## src/rtl/md_pkg.sv

```systemverilog
// Shared types and constants for the RV32M execute-stage multiply/divide unit.
package md_pkg;

    localparam int unsigned MD_XLEN = 32;

    // funct3 encodings of the M-extension ops
    typedef enum logic [2:0] {
        OP_MUL    = 3'b000,
        OP_MULH   = 3'b001,
        OP_MULHSU = 3'b010,
        OP_MULHU  = 3'b011,
        OP_DIV    = 3'b100,
        OP_DIVU   = 3'b101,
        OP_REM    = 3'b110,
        OP_REMU   = 3'b111
    } md_op_t;

    typedef enum logic [1:0] {
        IDLE = 2'd0,
        MUL  = 2'd1,
        DIV  = 2'd2,
        DONE = 2'd3
    } md_state_t;

    // Per-operation context captured at issue
    typedef struct packed {
        md_op_t op;
        logic   sign_a;
        logic   sign_b;
    } md_ctx_t;

    localparam logic [MD_XLEN-1:0] MD_DIV_ZERO_Q = 32'hFFFF_FFFF;
    localparam logic [MD_XLEN-1:0] MD_INT_MIN    = 32'h8000_0000;

endpackage

```

## src/rtl/md_div_core.sv

```systemverilog
// Restoring-divide datapath: one quotient bit per step on unsigned magnitudes.
// Sequencing (load/step/termination) is owned by the parent FSM and counter.
module md_div_core
    import md_pkg::*;
#(
    parameter int unsigned DATA_WIDTH = MD_XLEN
) (
    input  logic                  clk,
    input  logic                  rst,
    input  logic                  load,
    input  logic                  step,
    input  logic [DATA_WIDTH-1:0] dividend,
    input  logic [DATA_WIDTH-1:0] divisor,
    output logic [DATA_WIDTH-1:0] quo_c,
    output logic [DATA_WIDTH-1:0] rem_c
);

    logic [DATA_WIDTH-1:0] rem_q;
    logic [DATA_WIDTH-1:0] quo_q;
    logic [DATA_WIDTH-1:0] dvs_q;
    logic [DATA_WIDTH:0]   trial_c;
    logic [DATA_WIDTH:0]   diff_c;

    // One trial-subtract step; a borrow out of the top bit means restore
    always_comb begin
        trial_c = {rem_q, quo_q[DATA_WIDTH-1]};
        diff_c  = trial_c - {1'b0, dvs_q};
        if (!diff_c[DATA_WIDTH]) begin
            rem_c = diff_c[DATA_WIDTH-1:0];
            quo_c = {quo_q[DATA_WIDTH-2:0], 1'b1};
        end else begin
            rem_c = trial_c[DATA_WIDTH-1:0];
            quo_c = {quo_q[DATA_WIDTH-2:0], 1'b0};
        end
    end

    // Partial remainder / quotient / divisor registers
    always_ff @(posedge clk) begin
        if (rst) begin
            rem_q <= '0;
            quo_q <= '0;
            dvs_q <= '0;
        end else if (load) begin
            rem_q <= '0;
            quo_q <= dividend;
            dvs_q <= divisor;
        end else if (step) begin
            rem_q <= rem_c;
            quo_q <= quo_c;
        end
    end

endmodule

```

## src/rtl/md_unit_e.sv

```systemverilog
// Execute-stage iterative RV32M multiply/divide unit with pipeline stall request.
// Optional macro MD_FAST_MUL_EN: single-cycle combinational multiply instead of
// the 32-cycle shift-add; divide is unaffected.
module md_unit_e
    import md_pkg::*;
#(
    parameter int unsigned DATA_WIDTH   = 32,
    parameter int unsigned FUNCT3_WIDTH = 3,
    parameter int unsigned CNT_WIDTH    = 5
) (
    input  logic                    CLK,
    input  logic                    RST,
    input  logic                    MdValidE,
    input  logic [FUNCT3_WIDTH-1:0] funct3E,
    input  logic [DATA_WIDTH-1:0]   SrcAE,
    input  logic [DATA_WIDTH-1:0]   SrcBE,
    input  logic                    FlushE,
    output logic                    MdStallE,
    output logic                    MdDoneE,
    output logic [DATA_WIDTH-1:0]   MdResultE
);

    localparam int unsigned PROD_WIDTH = 2 * DATA_WIDTH;

    md_state_t             state;
    md_state_t             state_next;
    logic [CNT_WIDTH-1:0]  cnt;
    md_ctx_t               ctx;
    logic [DATA_WIDTH-1:0] a_mag;

    logic                  issue_c;
    logic                  in_is_div;
    logic                  in_sign_a;
    logic                  in_sign_b;
    logic [DATA_WIDTH-1:0] in_a_mag;
    logic [DATA_WIDTH-1:0] in_b_mag;
    logic                  div_zero_c;
    logic                  div_ovf_c;
    logic                  early_c;
    logic [DATA_WIDTH-1:0] early_result_c;

    logic [PROD_WIDTH-1:0] prod_fin_c;
    logic [PROD_WIDTH-1:0] prod_signed_c;
    logic [DATA_WIDTH-1:0] mul_result_c;
    logic [DATA_WIDTH-1:0] quo_c;
    logic [DATA_WIDTH-1:0] rem_c;
    logic [DATA_WIDTH-1:0] div_result_c;

    // Issue decode: signedness, magnitudes and divide early-out from the E-stage operands
    always_comb begin
        issue_c    = (state == IDLE) && MdValidE && !FlushE;
        in_is_div  = funct3E[2];
        if (in_is_div) begin
            in_sign_a = !funct3E[0] && SrcAE[DATA_WIDTH-1];
            in_sign_b = !funct3E[0] && SrcBE[DATA_WIDTH-1];
        end else begin
            in_sign_a = (funct3E[1:0] != 2'b11) && SrcAE[DATA_WIDTH-1];
            in_sign_b = !funct3E[1] && SrcBE[DATA_WIDTH-1];
        end
        in_a_mag   = in_sign_a ? -SrcAE : SrcAE;
        in_b_mag   = in_sign_b ? -SrcBE : SrcBE;
        div_zero_c = (SrcBE == '0);
        div_ovf_c  = !funct3E[0] && (SrcAE == MD_INT_MIN) && (SrcBE == '1);
        early_c    = in_is_div && (div_zero_c || div_ovf_c);
        if (funct3E[1]) begin
            early_result_c = div_zero_c ? SrcAE : '0;
        end else begin
            early_result_c = div_zero_c ? MD_DIV_ZERO_Q : MD_INT_MIN;
        end
    end

`ifdef MD_FAST_MUL_EN
    logic [DATA_WIDTH-1:0] b_mag;

    // Full-width product of the latched magnitudes in a single cycle
    always_comb begin
        prod_fin_c = PROD_WIDTH'(a_mag) * PROD_WIDTH'(b_mag);
    end
`else
    logic [PROD_WIDTH-1:0] prod;
    logic [DATA_WIDTH:0]   psum_c;

    // Shift-add step: multiplier sits in the low half and is consumed LSB first
    always_comb begin
        psum_c     = {1'b0, prod[PROD_WIDTH-1:DATA_WIDTH]}
                   + (prod[0] ? {1'b0, a_mag} : '0);
        prod_fin_c = {psum_c, prod[DATA_WIDTH-1:1]};
    end
`endif

    // Sign fix-up and result selection for both datapaths
    always_comb begin
        prod_signed_c = (ctx.sign_a ^ ctx.sign_b) ? -prod_fin_c : prod_fin_c;
        mul_result_c  = (ctx.op == OP_MUL) ? prod_signed_c[DATA_WIDTH-1:0]
                                           : prod_signed_c[PROD_WIDTH-1:DATA_WIDTH];
        if (ctx.op[1]) begin
            div_result_c = ctx.sign_a ? -rem_c : rem_c;
        end else begin
            div_result_c = (ctx.sign_a ^ ctx.sign_b) ? -quo_c : quo_c;
        end
    end

    md_div_core #(
        .DATA_WIDTH (DATA_WIDTH)
    ) u_div_core (
        .clk      (CLK),
        .rst      (RST),
        .load     (issue_c && in_is_div),
        .step     ((state == DIV) && !FlushE),
        .dividend (in_a_mag),
        .divisor  (in_b_mag),
        .quo_c    (quo_c),
        .rem_c    (rem_c)
    );

    // Next-state and stall request; flush wins over everything
    always_comb begin
        state_next = state;
        MdStallE   = 1'b0;
        case (state)
            IDLE: begin
                if (issue_c) begin
                    MdStallE = 1'b1;
                    if (in_is_div) begin
                        state_next = early_c ? DONE : DIV;
                    end else begin
                        state_next = MUL;
                    end
                end
            end
            MUL: begin
                MdStallE = 1'b1;
`ifdef MD_FAST_MUL_EN
                state_next = DONE;
`else
                if (cnt == '0) begin
                    state_next = DONE;
                end
`endif
            end
            DIV: begin
                MdStallE = 1'b1;
                if (cnt == '0) begin
                    state_next = DONE;
                end
            end
            DONE: begin
                state_next = IDLE;
            end
            default: begin
                state_next = IDLE;
            end
        endcase
        if (FlushE) begin
            state_next = IDLE;
        end
        if (RST) begin
            MdStallE = 1'b0;
        end
    end

    // State, operand capture, iteration counter and registered result/done
    always_ff @(posedge CLK) begin
        if (RST) begin
            state     <= IDLE;
            cnt       <= '0;
            ctx       <= '0;
            a_mag     <= '0;
            MdDoneE   <= 1'b0;
            MdResultE <= '0;
`ifdef MD_FAST_MUL_EN
            b_mag     <= '0;
`else
            prod      <= '0;
`endif
        end else begin
            state   <= state_next;
            MdDoneE <= 1'b0;
            if (issue_c) begin
                ctx.op     <= md_op_t'(funct3E);
                ctx.sign_a <= in_sign_a;
                ctx.sign_b <= in_sign_b;
                a_mag      <= in_a_mag;
                cnt        <= CNT_WIDTH'(DATA_WIDTH - 1);
`ifdef MD_FAST_MUL_EN
                b_mag      <= in_b_mag;
`else
                prod       <= {{DATA_WIDTH{1'b0}}, in_b_mag};
`endif
                if (early_c) begin
                    MdResultE <= early_result_c;
                    MdDoneE   <= 1'b1;
                end
            end else if (((state == MUL) || (state == DIV)) && !FlushE) begin
                cnt <= cnt - CNT_WIDTH'(1);
`ifndef MD_FAST_MUL_EN
                prod <= prod_fin_c;
`endif
                if (state_next == DONE) begin
                    MdResultE <= (state == MUL) ? mul_result_c : div_result_c;
                    MdDoneE   <= 1'b1;
                end
            end
        end
    end

endmodule
```

## config.mk

```make
export PLATFORM = sky130hd
export DESIGN_NAME = md_unit_e
export DESIGN_NICKNAME = d
export VERILOG_FILES = /design/src/rtl/md_pkg.sv /design/src/rtl/md_div_core.sv /design/src/rtl/md_unit_e.sv
export SDC_FILE = /design/constraint.sdc
export NUM_CORES = 1
export LEC_CHECK = 0
export BUFFER_PORTS_ARGS = -buffer_cell sky130_fd_sc_hd__buf_2
export CAP_MARGIN = 20
export CORE_MARGIN = 2
export CORE_UTILIZATION = 63
export CTS_BUF_LIST = sky130_fd_sc_hd__clkbuf_16
export DETAILED_ROUTE_END_ITERATION = 8
export GPL_TIMING_DRIVEN = 0
export PLACE_DENSITY = 0.82
export REMOVE_ABC_BUFFERS = 1
export SYNTH_ARGS = -nofsm -noshare
export SYNTH_HDL_FRONTEND = slang
export SYNTH_HIERARCHICAL = 1
export SYNTH_SLANG_ARGS = --single-unit
```

## constraint.sdc

```tcl
create_clock -name CLK -period 7.9 [get_ports CLK]
set_clock_uncertainty 0.15 [all_clocks]
set_input_delay 1.185 -clock CLK [delete_from_list [all_inputs] [get_ports CLK]]
set_output_delay 1.185 -clock CLK [all_outputs]
set_load 0.02 [all_outputs]
```

==> results of run 1 <==
==> layer usage <==
metal	share of wire (%)	GRT usage, %	wire [um]	vias up
met5	0.020	0	13	-
met4	6.1	20.4	3960	2
met3	8.7	4.60	5610	241
met2	45	61.0	28800	1126
met1	40	49.1	26000	9568
li1	-	-	-	9519
==> layout by cell type, fill, tap and decap left out, drive strengths merged, types with 70 or more instances in the layout <==
cell type / Yosys / final
mux2i: 70 / 70
ha: 76 / 76
buf: 79 / 127
inv: 86 / 96
a21oi: 248 / 248
xor2: 107 / 107
xnor2: 109 / 109
nor3: 85 / 85
nand2: 238 / 238
dfxtp: 237 / 237
o21ai: 153 / 153
nor2: 365 / 365
==> synth_stat cells, types with 8 or more instances <==
| master | count |
|---|---|
| buf_4 | 34 |
| nor2_1 | 365 |
| o21bai_1 | 12 |
| a211oi_1 | 29 |
| nor2b_1 | 10 |
| nor3_1 | 85 |
| or4_1 | 26 |
| a21oi_1 | 246 |
| nand4_1 | 28 |
| nand3_1 | 41 |
| o31ai_1 | 40 |
| nand2b_1 | 20 |
| clkbuf_1 | 122 |
| and2_1 | 51 |
| ha_1 | 76 |
| inv_1 | 85 |
| a22oi_1 | 10 |
| nor4_1 | 22 |
| dfxtp_1 | 237 |
| a221oi_1 | 8 |
| xnor2_1 | 109 |
| or3_1 | 25 |
| a31oi_1 | 41 |
| o21ai_0 | 152 |
| a21o_1 | 29 |
| mux2i_1 | 70 |
| o22ai_1 | 8 |
| o21a_1 | 34 |
| o41ai_1 | 16 |
| a222oi_1 | 19 |
| xor2_1 | 107 |
| nand2_1 | 237 |
| and3_1 | 20 |
| or2_2 | 12 |
| a31o_2 | 9 |
| mux2_4 | 20 |
| a311oi_1 | 11 |
| o211ai_1 | 37 |
| buf_1 | 24 |
| buf_2 | 16 |
==> cell type report <==
cell class                      instances  share of cell area [%]
Sequential cell                       237                    22.5
Inverter                               89                    1.63
Timing Repair Buffer                  127                    4.52
Multi-Input combinational cell       2149                    65.1
Clock buffer                           27                    3.21
Tap cell                              396                    2.35
Clock inverter                         22                   0.718
==> report_power, final <==
part           leakage [nW]  internal, mW  switching, mW
sequential             1.92          1.24         0.0511
clock                 0.435         0.682          0.524
combinational          6.02         0.478          0.845
total                  8.38          2.40           1.42
==> stage by stage <==
step	hold WS (ns)	total power, mW
2_1_floorplan	0.276	2.20
3_5_place_dp	0.294	2.59
3_3_place_gp	0.290	2.54
5_1_grt	0.327	3.97
4_1_cts	0.303	3.77
6_report	0.303	3.82
==> sequential cells by signal, summed over array words and instances, names as in the netlist <==
name and flops:
prod 64, MdResultE 32, a_mag 32, u_div_core/dvs_q 32, u_div_core/quo_q 32, u_div_core/rem_q 32
cnt 5, ctx 5, state 2, MdDoneE 1
==> worst max-delay path by stage <==
stage,to,slack [ns],cells past startpoint
6_report,MdResultE[27],1.02,21
5_1_grt,MdResultE[27],0.70,21
4_1_cts,MdResultE[27],1.07,20
3_5_place_dp,MdResultE[27],1.11,20
3_3_place_gp,MdResultE[31],-3.91,11
2_1_floorplan,MdResultE[31],-0.14,10
==> tightest hold or removal path: cells and delay by family, from the launching register on <==
family          cells  cell delay (ns)
compound gates      1             0.05
flops               1             0.30
simple gates        1             0.05
==> kinds of logic after synthesis <==
family,synth area share (%)
muxes,5.43
and+or+nand+nor,23.5
xor gates and xnor gates,9.61
adders and majority gates,5.03
DFF,24.1
AOI/OAI and AO/OA,25.7
buffers and inverters,6.60
==> impl_metrics.tcl, run 1 <==
set metrics [dict create \
    hp-class "register to register" \
    vias 20500 \
    multi_input_area_um2 13700 \
    rsz0062_at_grt "false" \
    timing.rr.start "u_div_core/quo_q[31]" \
    grt_overflow 0 \
    finalHoldViolations 0 \
    ys_types 93 \
    synth-seq-area-share_pct 24.1 \
    diodes 0 \
    async_reset_ff_share_pct 0 \
    antenna_found_initial 1 \
    clk_pin_slew_ns 0.06 \
    drt-total-wl_um 64400 \
    die_width_um 181 \
    io_buffers 104 \
    setup_viol 0 \
    yosysWarnings 6 \
    whs_endpoint "a_mag[8]" \
    max_freq_ghz 0.145 \
    ctsHoldBuffers 0 \
    fin_area_um2 21100 \
    core_um2 30700 \
    synth_top_area_share_pct 24.1 \
    regArea_um2 4750 \
    worstHoldStart "a_mag[8]" \
    final_nets 2780 \
    grt_pass1_vias 19000 \
    cts_setup_buffers 0 \
    cts_root_buffer "clkbuf_16" \
    final_layout_size_suffix_gt1_share_pct 9.24 \
    relSlewSlack_pct 23.7 \
    rows 64 \
    fillerInstances 2560 \
    worstSetupPathType "register to register" \
    grt_pass1_wl_um 101000 \
    place_congestion 0.948 \
    fin_crit_sh_pct 87.1 \
    netlist_instances 2676 \
    startpoint "u_div_core/quo_q[31]" \
    start_kind "register" \
    ir_worst_vdd_uv 152 \
    die_h_um 181 \
    crit_family "simple AND/OR/NAND/NOR gates" \
    wl_per_cell_um 21.1 \
    drt_iter0_markers 2441 \
    start_util_pct 64.2 \
    drc 1 \
    crit_arrival_ns 7.13 \
    whs_path_depth 2 \
    cts_max_path_buffers 3 \
    synth-seq-cells 237 \
    netlist_area_um2 19700 \
    io_pins 105 \
    worst_pin_slew_ns 1.14 \
    required_ns 8.16 \
    synth_area_leaders "dfxtp_1, nor2_1, a21oi_1" \
    ys.flop_type "dfxtp_1" \
    cpMaxStageDelayCell "dfxtp_1" \
    postPlaceCellArea_um2 20200 \
    die_area_um2 32700 \
    area_growth_pct 7.08 \
    place_inst 2995 \
    max_stage_delay_ns 0.54 \
    p_leak_nw 8.38 \
    cts_tree "done" \
    clk-insertion-delay-late_ns 0.55 \
    instances_no_fill 3047 \
    violations "DRC" \
    pre_cts_ws_ns 1.11 \
    path_max_fanout 38 \
    power_density_nw_per_um2 181 \
    dp_hpwl_um 47800 \
    cts_resized 0 \
    period_needed_ns 6.88 \
    cts_sinks 237 \
    r2r_slack_ns 1.02 \
    grtUsageTotal_pct 37.7 \
    ant_nets 0 \
    via_per_inst 6.71 \
    yosys.area.top_type "dfxtp_1" \
    layout_setup_ws_ns 1.02 \
    cp_cell_sequence "inv_1 > ha_1 > fa_1 > nand2b_1 > a21oi_1 > o211ai_1 > a311o_1 > and3_1 > or2_4 > inv_8 > mux2_2 > or4_1 > or4_1 > or3_1 > o41ai_1 > xor2_1 > nand2_1 > a21oi_1 > o21ai_0 > a32oi_1 > o21ai_0" \
    r2r_end "MdResultE[27]" \
    cts_max_level 1 \
    crit_buf_inv 2 \
    reg2reg_depth 21 \
    outcome "finished, violations left" \
    setup_tns_ns 0 \
    syn_area_per_cell_um2 7.36 \
    worst_setup_path_end_kind "register" \
    grt_start_max_net_pins 79 \
    drv_slew 0 \
    drtPass1Iterations 8 \
    drv_cap 0 \
    post-route-util_pct 68.7 \
    numCtsBuffers 27 \
    synth_edf_count 0 \
]
Power figures use the tool's default switching activity.
==> run 2: changes to the inputs <==
--- a/config.mk
+++ b/config.mk
@@ -7,12 +7,15 @@
 export LEC_CHECK = 0
 export BUFFER_PORTS_ARGS = -buffer_cell sky130_fd_sc_hd__buf_2
 export CAP_MARGIN = 20
+export CELL_PAD_IN_SITES_DETAIL_PLACEMENT = 1
+export CELL_PAD_IN_SITES_GLOBAL_PLACEMENT = 2
 export CORE_MARGIN = 2
-export CORE_UTILIZATION = 63
+export CORE_UTILIZATION = 37
 export CTS_BUF_LIST = sky130_fd_sc_hd__clkbuf_16
 export DETAILED_ROUTE_END_ITERATION = 8
+export GPL_ROUTABILITY_DRIVEN = 0
 export GPL_TIMING_DRIVEN = 0
-export PLACE_DENSITY = 0.82
+export PLACE_DENSITY_LB_ADDON = 0.1
 export REMOVE_ABC_BUFFERS = 1
 export SYNTH_ARGS = -nofsm -noshare
 export SYNTH_HDL_FRONTEND = slang
==> run 2 against run 1 <==
  * The run now ends clean
  * Combinational power grew 5%
  * Register-to-register slack got worse by 0.12 ns
  * Utilization is 27 points lower
  * Worst hold slack better by 0.0026 ns
  * Die area is 69% higher
  * Count of clock-buffer cells in the layout grew 4
  * Critical path type unchanged
  * Largest power group unchanged
  * Highest routed layer is now met4
==> impl_metrics.tcl, run 2 (synthesis gave the netlist of run 1 again) <==
set metrics [dict create \
    outcome "completed" \
    grt_pass1_vias 20100 \
    cpMaxStageDelayCell "dfxtp_1" \
    die_h_um 235 \
    cts_setup_buffers 0 \
    power_frac_seq_pct 32.0 \
    hp-class "register to register" \
    fillerInstances 6514 \
    setup_viol 0 \
    die_width_um 235 \
    vias 19800 \
    grtUsageTotal_pct 27.2 \
    ant_nets 0 \
    die_area_um2 55100 \
    max_stage_delay_ns 0.57 \
    instances_no_fill 3350 \
    p_total_mw 4.03 \
    reg2reg_depth 21 \
    period_needed_ns 7.00 \
    rows 84 \
    grt_pass1_wl_um 120000 \
    rsz0062_at_grt "false" \
    fin_crit_sh_pct 88.6 \
    power.internal_mw 2.49 \
    p_sw_mw 1.54 \
    top_register "prod" \
    pre_cts_ws_ns 0.846 \
    cts_resized 0 \
    drt-total-wl_um 77500 \
    drv_cap 0 \
    relSlewSlack_pct 25.9 \
    timing.rr.start "u_div_core/quo_q[31]" \
    cts_max_level 1 \
    post-route-util_pct 41.3 \
    cts_max_path_buffers 3 \
    place_inst 3294 \
    ctsHoldBuffers 0 \
    layout_commonest_cell "nor2_1" \
    cp_cell_sequence "inv_1 > ha_1 > fa_1 > nand2b_1 > a21oi_1 > o211ai_1 > a311o_1 > and3_1 > or2_4 > inv_8 > mux2_2 > or4_1 > or4_1 > or3_1 > o21ai_0 > xor2_1 > a21oi_1 > a221oi_1 > a21oi_1 > a41oi_1 > a21oi_1" \
    area_growth_pct 10.2 \
    numCtsBuffers 31 \
    grt_start_max_net_pins 82 \
    drc 0 \
    cts_tree "done" \
    p_sw_share_pct 38.2 \
    power_density_nw_per_um2 186 \
    p_leak_nw 8.48 \
    drv_slew 0 \
    io_buffers 104 \
    required_ns 8.22 \
    core_um2 52600 \
    power_frac_comb_pct 34.3 \
    worst_setup_path_end_kind "register" \
    r2r_end "MdResultE[25]" \
    via_per_inst 5.91 \
    path_max_fanout 38 \
    final_layout_size_suffix_gt1_share_pct 9.62 \
    max_freq_ghz 0.143 \
    cts_root_buffer "clkbuf_16" \
    diodes 0 \
    r2r_slack_ns 0.90 \
    worst_pin_slew_ns 1.10 \
    cts_sinks 237 \
    drtPass1Iterations 8 \
    largest_reg_flops 64 \
    dp_hpwl_um 60400 \
    wl_per_cell_um 23.1 \
    grt_overflow 0 \
    clk_pin_slew_ns 0.06 \
    cpMostUsedCell "a21oi_1" \
    layout_common_cells "nor2_1, a21oi_1, dfxtp_1, nand2_1, o21ai_0" \
    layout_setup_ws_ns 0.901 \
    cp-endpoint "MdResultE[25]" \
    antenna_found_initial 0 \
    worstSetupPathType "register to register" \
    clkPwrFrac_pct 33.7 \
    clk-insertion-delay-late_ns 0.59 \
    start_kind "register" \
    startpoint "u_div_core/quo_q[31]" \
    io_pins 105 \
    ir_worst_vdd_uv 122 \
    timing.hold.ws_ns 0.306 \
    final_nets 2789 \
    finalHoldViolations 0 \
    crit_arrival_ns 7.32 \
    drt_iter0_markers 1193 \
    start_util_pct 37.5 \
]
[run 2: worst min-delay path by stage]
stage / from / endpoint / slack [ns] / cells past startpoint
finish: a_mag[0] / a_mag[0] / 0.31 / 2
global route: a_mag[0] / a_mag[0] / 0.32 / 2
CTS: a_mag[8] / a_mag[8] / 0.31 / 2
detailed placement: a_mag[8] / a_mag[8] / 0.30 / 2
global placement: a_mag[19] / a_mag[19] / 0.29 / 2
floorplan: a_mag[0] / a_mag[0] / 0.28 / 2
[run 2: power groups by stage]
| stage | logic [mW] | registers (mW) | clock network [mW] |
|---|---|---|---|
| final | 1.38 | 1.29 | 1.36 |
| after global routing | 1.50 | 1.30 | 1.44 |
| after CTS | 1.37 | 1.29 | 1.39 |
| after detailed placement | 1.37 | 1.32 | 0 |
| after global placement | 1.31 | 1.32 | 0 |
| after floorplan | 0.900 | 1.30 | 0 |
[run 2: worst max-delay path: cells and delay by family (launching register included)]
family | cells | cell delay [ns]
AO/OA/AOI/OAI | 9 | 2.07
multiplexers | 1 | 0.48
AND/OR/NAND/NOR | 6 | 2.22
XOR/XNOR | 1 | 0.31
flip-flops | 1 | 0.57
adder cells (fa/ha/maj) | 2 | 0.66
buffers and inverters | 2 | 0.36
[run 2: area by class of cell]
| cell class | count | area (um2) | area share (%) |
|---|---|---|---|
| multi-input combinational | 2149 | 13700 | 63.3 |
| sequential | 237 | 4750 | 21.9 |
| timing repair buffer | 132 | 1090 | 5.01 |
| tap | 688 | 861 | 3.97 |
| clock buffer | 31 | 776 | 3.58 |
| inverter | 89 | 344 | 1.59 |
| clock inverter | 24 | 156 | 0.721 |
[run 2: through the flow]
step	setup TNS [ns]	cell area, um2
after global routing	0	21700
after CTS	0	21700
final	0	21700
after floorplan	-0.283	18700
after detailed placement	0	20700
after global placement	-455.49	20100
[run 2: metal layers]
layer,share of wire (%),global-route usage (%)
met1,46,36.7
met2,47,46.1
met3,3.4,1.96
met4,3.2,8.55
met5,0,0
==> run 3: changes to the inputs <==
--- a/config.mk
+++ b/config.mk
@@ -6,7 +6,7 @@
 export NUM_CORES = 1
 export LEC_CHECK = 0
 export BUFFER_PORTS_ARGS = -buffer_cell sky130_fd_sc_hd__buf_2
-export CAP_MARGIN = 20
+export CAP_MARGIN = 40
 export CELL_PAD_IN_SITES_DETAIL_PLACEMENT = 1
 export CELL_PAD_IN_SITES_GLOBAL_PLACEMENT = 2
 export CORE_MARGIN = 2
==> constraint.sdc (replaced) <==
create_clock -name CLK -period 7.3 [get_ports CLK]
set_clock_uncertainty 0.15 [all_clocks]
set_input_delay 1.095 -clock CLK [delete_from_list [all_inputs] [get_ports CLK]]
set_output_delay 1.095 -clock CLK [all_outputs]
set_load 0.02 [all_outputs]
==> run 3 against run 2 <==
  * Die area is the same
  * Worst setup slack worse by 0.49 ns
  * Final area up 0.42%
  * Utilization up 0.17 points
==> impl_metrics.tcl, run 3 (synthesis gave the netlist of run 1 again) <==
set metrics [dict create \
    outcome "completed" \
    layout_setup_ws_ns 0.410 \
    layout_common_cells "nor2_1, a21oi_1, nand2_1" \
    rows 84 \
    antenna_found_initial 0 \
    fillerInstances 6549 \
    grtUsageTotal_pct 27.1 \
    area_growth_pct 10.7 \
    drv_cap 0 \
    ctsHoldBuffers 0 \
    post-route-util_pct 41.4 \
    start_util_pct 37.5 \
    r2r_slack_ns 0.41 \
    cts_sinks 237 \
    drtPass1Iterations 6 \
    via_per_inst 5.90 \
    grt_start_max_net_pins 82 \
    cts_max_level 1 \
    die_h_um 235 \
    io_pins 105 \
    vias 19800 \
    grt_pass1_wl_um 120000 \
    worst_pin_slew_ns 0.937 \
    worstSetupPathType "register to register" \
    drv_slew 0 \
    numCtsBuffers 31 \
    largest_reg_flops 64 \
    final_layout_size_suffix_gt1_share_pct 10.2 \
    max_freq_ghz 0.145 \
    crit_arrival_ns 7.22 \
    ant_nets 0 \
    die_width_um 235 \
    grt_overflow 0 \
    final_nets 2798 \
    cts_tree "done" \
    clk_pin_slew_ns 0.06 \
    hp-class "register to register" \
    relSlewSlack_pct 37.4 \
    setup_viol 0 \
    drt-total-wl_um 77400 \
    top_register "prod" \
    worst_setup_path_end_kind "register" \
    grt_pass1_vias 20100 \
    fin_crit_sh_pct 94.4 \
    cts_max_path_buffers 3 \
    required_ns 7.63 \
    finalHoldViolations 0 \
    core_um2 52600 \
    die_area_um2 55100 \
    start_kind "register" \
    path_max_fanout 38 \
    wl_per_cell_um 23.0 \
    pre_cts_ws_ns 0.243 \
    cts_root_buffer "clkbuf_16" \
    layout_commonest_cell "nor2_1" \
    setup_tns_ns 0 \
    drt_iter0_markers 1002 \
    p_leak_nw 8.53 \
    period_needed_ns 6.89 \
    power_density_nw_per_um2 201 \
    drc 0 \
    clk-insertion-delay-late_ns 0.59 \
    ir_worst_vdd_uv 152 \
    io_buffers 104 \
    dp_hpwl_um 60600 \
    rsz0062_at_grt "false" \
]
run 3: cell types whose count changed in the layout (fill, tap and decap cells not counted), moves of 2 or more:
cell        before  now
buf_16          10    8
buf_2          103  106
buf_4            1    5
buf_8            4    7
clkinv_2         4    6
clkinvlp_4       1    3
inv_6            0    2
run 3: repair_timing:
| item | in CTS | in global routing |
|---|---|---|
| endpoints found under the setup margin | 0 | 2 |
| buffers inserted | 0 | 0 |
| gates resized for setup | 0 | 2 |
run 3: final timing paths:
kind	from	end	cells past startpoint
hold reg to reg	MdResultE[2]	MdResultE[2]	2
setup reg to reg	u_div_core/quo_q[31]	MdResultE[25]	21
hold / removal	MdResultE[2]	MdResultE[2]	2
setup / recovery	u_div_core/quo_q[31]	MdResultE[25]	21
run 3: critical path: stages, from the launching register on:
cell,delay (ns)
dfxtp_2,0.45
inv_1,0.07
ha_1,0.22
fa_1,0.42
nand2b_1,0.20
a21oi_1,0.28
o211ai_1,0.26
a311o_1,0.48
and3_1,0.23
or2_4,0.32
inv_8,0.27
mux2_2,0.47
or4_1,0.54
or4_1,0.52
or3_1,0.43
o21ai_0,0.23
xor2_1,0.28
a21oi_1,0.15
a221oi_1,0.36
a21oi_1,0.09
a41oi_1,0.20
a21oi_1,0.09
run 3: power breakdown:
group | total, mW | internal, mW | leakage [nW] | switching (mW)
registers | 1.40 | 1.34 | 1.93 | 0.0537
logic | 1.51 | 0.532 | 6.12 | 0.975
clock network | 1.48 | 0.838 | 0.484 | 0.647
run 3: routing by layer:
layer	vias up	global-route usage, %	wire length, um
met3	122	1.94	2400
met2	365	45.9	36100
met5	-	0	0
li1	9559	-	-
met1	9801	36.5	36300
met4	0	8.94	2640
run 3: through the flow:
stage	instance area [um2]	hold WS, ns	std cells	power (mW)
final	21800	0.306	3363	4.39
after global routing	21800	0.322	3362	4.61
after CTS	21800	0.305	3361	4.40
after detailed placement	20800	0.297	3303	2.91
after global placement	20100	0.291	3267	2.85
after floorplan	18700	0.276	2475	2.38
run 3: layout make-up:
class / instances / area, um2 / area share, %
flip-flops and latches: 237 / 4750 / 21.8
clock buffers: 31 / 776 / 3.56
clock inverters: 27 / 183 / 0.839
well taps: 688 / 861 / 3.95
inverters: 89 / 344 / 1.58
repair buffers: 141 / 1140 / 5.24
diodes: 1 / 2.50 / 0.0115
multi-input cells: 2149 / 13700 / 63.0
